**config.mk**
```make
export PLATFORM = sky130hd
export DESIGN_NAME = ctrl_ajuste_rtc
export DESIGN_NICKNAME = d
export VERILOG_FILES = /design/src/rtl/ajuste_pkg.sv /design/src/rtl/auto_repeat.sv /design/src/rtl/ctrl_ajuste_rtc.sv
export SDC_FILE = /design/constraint.sdc
export NUM_CORES = 1
export LEC_CHECK = 0
export BUFFER_PORTS_ARGS = -buffer_cell sky130_fd_sc_hd__buf_2
export CAP_MARGIN = 20
export CELL_PAD_IN_SITES_DETAIL_PLACEMENT = 1
export CELL_PAD_IN_SITES_GLOBAL_PLACEMENT = 2
export CORE_MARGIN = 10
export CORE_UTILIZATION = 35
export DETAILED_ROUTE_END_ITERATION = 16
export PLACE_DENSITY_LB_ADDON = 0.3
export SLEW_MARGIN = 20
export SYNTH_ARGS = -nofsm -noshare
export SYNTH_HDL_FRONTEND = slang
export SYNTH_SLANG_ARGS = --single-unit
```
**constraint.sdc**
```tcl
create_clock -name clk -period 6.75 [get_ports clk]
set_input_delay 0.675 -clock clk [delete_from_list [all_inputs] [get_ports clk]]
set_output_delay 0.675 -clock clk [all_outputs]
set_load 0.01 [all_outputs]
```
**src/rtl/ajuste_pkg.sv**
```systemverilog
// ajuste_pkg: field codes, FSM encodings and counter sizing shared by the RTC adjust controller
package ajuste_pkg;
  typedef enum logic [3:0] {
    FLD_NONE  = 4'd0,
    FLD_SEC   = 4'd1,
    FLD_MIN   = 4'd2,
    FLD_HOUR  = 4'd3,
    FLD_DAY   = 4'd4,
    FLD_MONTH = 4'd5,
    FLD_YEAR  = 4'd6
  } fld_t;
  localparam logic [3:0] FLD_MAX = 4'd6;
  typedef enum logic {IDLE, EDIT} main_st_t;
  typedef enum logic [1:0] {R_IDLE, R_HOLD, R_RPT} rpt_st_t;
  function automatic int cnt_width(int a, int b, int c);
    int m;
    m = a > b ? a : b;
    m = m > c ? m : c;
    return m < 2 ? 1 : $clog2(m);
  endfunction
endpackage

```
**src/rtl/auto_repeat.sv**
```systemverilog
// auto_repeat: hold/auto-repeat pulse generator for the up/down button pair
//   clk, reset            : clock, asynchronous active-high reset
//   clr                   : forces R_IDLE and suppresses any pulse this cycle
//   up, down              : button levels
//   up_edge, down_edge    : qualified rising edges of the same buttons
//   pulse_up, pulse_down  : registered single-cycle strobes
module auto_repeat import ajuste_pkg::*; #(
  parameter int HOLD_CYCLES   = 50_000_000,
  parameter int REPEAT_CYCLES = 10_000_000,
  parameter int CW            = cnt_width(HOLD_CYCLES, REPEAT_CYCLES, 1)
) (
  input  logic clk,
  input  logic reset,
  input  logic clr,
  input  logic up,
  input  logic down,
  input  logic up_edge,
  input  logic down_edge,
  output logic pulse_up,
  output logic pulse_down
);
  localparam logic [CW-1:0] H_LAST = CW'(HOLD_CYCLES - 1);
  localparam logic [CW-1:0] R_LAST = CW'(REPEAT_CYCLES - 1);
  rpt_st_t st, st_n;
  logic dir, dir_n, pu_n, pd_n, held, last;
  logic [CW-1:0] cnt, cnt_n;
  always_ff @(posedge clk or posedge reset)
    if (reset) begin
      st <= R_IDLE;
      dir <= 1'b0;
      cnt <= '0;
      pulse_up <= 1'b0;
      pulse_down <= 1'b0;
    end else begin
      st <= st_n;
      dir <= dir_n;
      cnt <= cnt_n;
      pulse_up <= pu_n;
      pulse_down <= pd_n;
    end
  // dir=0 tracks up, dir=1 tracks down; holding only counts while the other button stays low
  always_comb begin
    held = dir ? down & ~up : up & ~down;
    last = cnt == (st == R_HOLD ? H_LAST : R_LAST);
    st_n = st;
    dir_n = dir;
    cnt_n = '0;
    pu_n = 1'b0;
    pd_n = 1'b0;
    if (clr) st_n = R_IDLE;
    else if (st == R_IDLE) begin
      if (up_edge & ~down) begin
        st_n = R_HOLD;
        dir_n = 1'b0;
        pu_n = 1'b1;
      end else if (down_edge & ~up) begin
        st_n = R_HOLD;
        dir_n = 1'b1;
        pd_n = 1'b1;
      end
    end else if (!held) st_n = R_IDLE;
    else if (last) begin
      st_n = R_RPT;
      pu_n = ~dir;
      pd_n = dir;
    end else cnt_n = &cnt ? cnt : cnt + 1'b1;
  end
endmodule

```
**src/rtl/ctrl_ajuste_rtc.sv**
```systemverilog
// ctrl_ajuste_rtc: button-driven field selection and up/down adjust strobes for an RTC
//   clk, reset                                 : clock, asynchronous active-high reset
//   btn_edit/next/prev/up/down                 : debounced button levels
//   en_count                                   : selected field (0 none, 1 sec .. 6 year)
//   enUP, enDOWN                               : single-cycle adjust strobes
//   editing                                    : edit mode active
module ctrl_ajuste_rtc import ajuste_pkg::*; #(
  parameter int HOLD_CYCLES    = 50_000_000,
  parameter int REPEAT_CYCLES  = 10_000_000,
  parameter int TIMEOUT_CYCLES = 1_000_000_000
) (
  input  logic       clk,
  input  logic       reset,
  input  logic       btn_edit,
  input  logic       btn_next,
  input  logic       btn_prev,
  input  logic       btn_up,
  input  logic       btn_down,
  output logic [3:0] en_count,
  output logic       enUP,
  output logic       enDOWN,
  output logic       editing
);
  localparam int CW = cnt_width(HOLD_CYCLES, REPEAT_CYCLES, TIMEOUT_CYCLES);
  localparam logic [CW-1:0] T_LAST = CW'(TIMEOUT_CYCLES - 1);
  main_st_t st, st_n;
  logic [4:0] btn, btn_q, edge_d;
  logic [3:0] fld, fld_n;
  logic [CW-1:0] idle_cnt, idle_cnt_n;
  logic armed, act, tmo, leave, fld_chg, clr;
  assign btn = {btn_edit, btn_next, btn_prev, btn_up, btn_down};
  // armed stays low for the first cycle after reset so buttons already held then are not edges
  assign edge_d = armed ? btn & ~btn_q : '0;
  always_ff @(posedge clk or posedge reset)
    if (reset) begin
      btn_q <= '0;
      armed <= 1'b0;
      st <= IDLE;
      fld <= FLD_NONE;
      idle_cnt <= '0;
    end else begin
      btn_q <= btn;
      armed <= 1'b1;
      st <= st_n;
      fld <= fld_n;
      idle_cnt <= idle_cnt_n;
    end
  always_comb begin
    act = |edge_d | btn_up | btn_down;
    tmo = st == EDIT && !act && idle_cnt == T_LAST;
    leave = st == EDIT && (edge_d[4] || tmo);
    fld_chg = st == EDIT && !leave && (edge_d[3] ^ edge_d[2]);
    clr = st != EDIT || leave || fld_chg;
    st_n = leave ? IDLE : (st == IDLE && edge_d[4]) ? EDIT : st;
    fld_n = leave ? FLD_NONE :
            st == IDLE ? (edge_d[4] ? FLD_SEC : FLD_NONE) :
            !fld_chg ? fld :
            edge_d[3] ? (fld == FLD_MAX ? FLD_SEC : fld + 4'd1) :
            (fld == FLD_SEC ? FLD_MAX : fld - 4'd1);
    idle_cnt_n = (st != EDIT || act) ? '0 : &idle_cnt ? idle_cnt : idle_cnt + 1'b1;
  end
  // clr also covers field changes so no strobe lands in the cycle en_count moves
  auto_repeat #(
    .HOLD_CYCLES(HOLD_CYCLES),
    .REPEAT_CYCLES(REPEAT_CYCLES),
    .CW(CW)
  ) u_rpt (
    .clk(clk),
    .reset(reset),
    .clr(clr),
    .up(btn_up),
    .down(btn_down),
    .up_edge(edge_d[1]),
    .down_edge(edge_d[0]),
    .pulse_up(enUP),
    .pulse_down(enDOWN)
  );
  assign en_count = fld;
  assign editing = st == EDIT;
endmodule

```
==> impl_metrics.ini <==
[cts]
cts.sinks = 76
clk_pin_slew_ps = 60
post-cts-setup-buffers = 0
worstSkewPairLatency_ps = 340
clockBufferDepth = 2
cts_hold_buf = 0
clockRootBuffer = clkbuf_16
cts_resized = 0
cts_tree = done
htreeDepth = 3
cts_buffers = 9

[logic_synthesis]
syn-num-nets = 490
synthArstFlopShare_pct = 100
synthFlopType = dfrtp_1
yosys_warnings = 0
ys_ff_latch = 76
synth_cell_types = 53
syn_area_per_cell_um2 = 9.08
synth_area_mm2 = 0.00432
yosysSeqAreaShare_pct = 44.0
synth-edff-count = 0
syn_inst = 476

[timing]
fin_crit_sh_pct = 44.1
hold_violations = 0
worstMarginPinSlew_ps = 995
tns_ps = 0
setup_violations = 0
maxClockFrequency_ghz = 0.336
holdWs_ps = 423
skew_ps = 7.87
min_period_ps = 2980
rsz0062_at_grt = false
drv_slew = 0
slew_headroom_pct = 33.1

[grt]
overflow = 0
grt_first_pass_wirelength_um = 20400
grt_pass1_vias = 3976
track_usage_pct = 14.0
grt_antenna_before_repair = 0
grt_start_max_net_pins = 77

[floorplan]
dieArea_mm2 = 0.0172
dieHeight_um = 131
ioPinCount = 14
initial_utilization_pct = 35.8
die_w_um = 131
core_mm2 = 0.0121
placementRows = 40

[power_and_ir_drop]
p_per_area_mw_per_mm2 = 221
power_leakage_nw = 1.76
peakVddDrop_mv = 0.165

[placed_design]
gp_congestion = 0.790
post-dp-hpwl_um = 8000
place.port_buffers = 13

[drt]
drt_iter0_drc = 217
wl_per_cell_um = 17.9
routed_wl_um = 11800
routed_via_density = 5.86
drcViolationCount = 0
dr.pass1.iters = 4
ant_nets = 0
vias = 3858

[setup_path]
cp.arrival_ps = 3210
worstSetupStartpointType = flip-flop
critPathKind = flip-flop to flip-flop
endpoint_kind = flip-flop
required_ps = 6990
crit_path_max_fanout = 30
reg2reg_depth = 5

[run]
maxCapViolCount = 0

[final_layout]
syn_to_final_growth_pct = 13.9
drive_gt1_share_pct = 9.80
seq_area_mm2 = 0.00190
multiInputGateArea_mm2 = 0.00230
nNetsFinal = 499
diodes = 0
fillers = 1393

[hold_path]
min_path_type = primary input to async pin

[outcome]
status = finished, final reports clean
-- registers in the layout, summed over array words and instances (netlist names) --
register	flops
editing	1
u_rpt.st	2
u_rpt.dir	1
btn_q	5
u_rpt.cnt	30
u_rpt.pulse_up	1
en_count	4
u_rpt.pulse_down	1
idle_cnt	30
armed	1
-- layer usage --
| layer | share of wire [%] | GRT usage [%] | vias up | routed length [um] |
|---|---|---|---|---|
| met4 | 1.8 | 5.88 | 0 | 214 |
| li1 | - | - | 1828 | - |
| met1 | 49 | 18.3 | 1971 | 5740 |
| met3 | 2.4 | 2.82 | 19 | 288 |
| met5 | 0 | 0 | - | 0 |
| met2 | 47 | 22.0 | 40 | 5520 |
-- logic make-up after synthesis --
family,count (synthesis),share of synthesized area [%]
AND/OR/NAND/NOR,238,31.6
AO/OA/AOI/OAI,100,14.5
flip-flops,76,44.0
buffers and inverters,32,3.10
XOR/XNOR,16,3.24
adder cells (fa/ha/maj),7,2.03
multiplexers,6,1.39
other,1,0.0868
-- cells in the mapped netlist (all sizes together) (12+ instances only) --
cell | instances | area (um2)
nor4 | 13 | 87.6
nor3 | 19 | 95.1
nand4 | 20 | 138
or3 | 13 | 81.3
nand3 | 29 | 145
o21ai | 15 | 75.1
a21oi | 39 | 195
xnor2 | 12 | 105
or4 | 19 | 150
nand2 | 34 | 128
clkbuf | 15 | 56.3
dfrtp | 76 | 1900
o31ai | 19 | 143
nor2 | 39 | 146
-- cell type report --
type	count	area share, %
Multi-Input combinational cell	368	46.7
Sequential cell	76	38.7
Clock buffer	11	4.93
Tap cell	168	4.27
Timing Repair Buffer	20	2.92
Clock inverter	5	1.70
Inverter	10	0.788
-- final timing paths --
path	to	from	slack, ps
setup / recovery	u_rpt.cnt[17]	btn_q[3]	3770
setup reg to reg	u_rpt.cnt[17]	btn_q[3]	3770
max in group asynchronous	u_rpt.cnt[25]	reset	5750
hold / removal	idle_cnt[15]	reset	420
min in group clk	btn_q[2]	btn_prev	450
hold reg to reg	idle_cnt[13]	idle_cnt[13]	530
-- through the flow --
step	worst slack (ps)	utilization (%)	instances	instance area (um2)	total power, mW
after detailed placement	3330	37.7	640	4550	0.564
after global placement	3440	37.7	640	4550	0.562
after floorplan	4140	-	476	4320	0.536
after global routing	3560	40.8	658	4920	1.14
final	3770	40.8	658	4920	1.09
after CTS	3590	40.4	656	4880	1.11
-- power by group --
| group | internal, mW | switching, mW |
|---|---|---|
| clock network | 0.335 | 0.197 |
| registers | 0.466 | 0.0152 |
| logic | 0.0285 | 0.0477 |
-- cell usage in the layout (no fill, tap or decap), drive strengths merged, types with 3 or more instances in the layout --
cell      n
dfrtp    76
nor2     39
a21oi    39
nand2    34
nand3    29
nand4    20
o31ai    19
nor3     19
or4      19
buf      19
o21ai    15
or3      13
nor4     13
xnor2    12
clkbuf   12
and4     11
inv      10
and3      8
ha        7
nand3b    6
a211oi    6
mux2i     6
nand2b    5
a2111oi   4
nor3b     4
nor4b     4
or4b      4
xor2      4
and2      3
o211ai    3
a31oi     3
or2       3
-- critical path, stage by stage, from the launching register on --
cell      delay, ps
dfrtp_1         370
nand3b_1        360
ha_1            540
a211o_1         290
or4b_2          990
a311oi_1        310
Note: power is estimated with default switching activity, not from simulation.
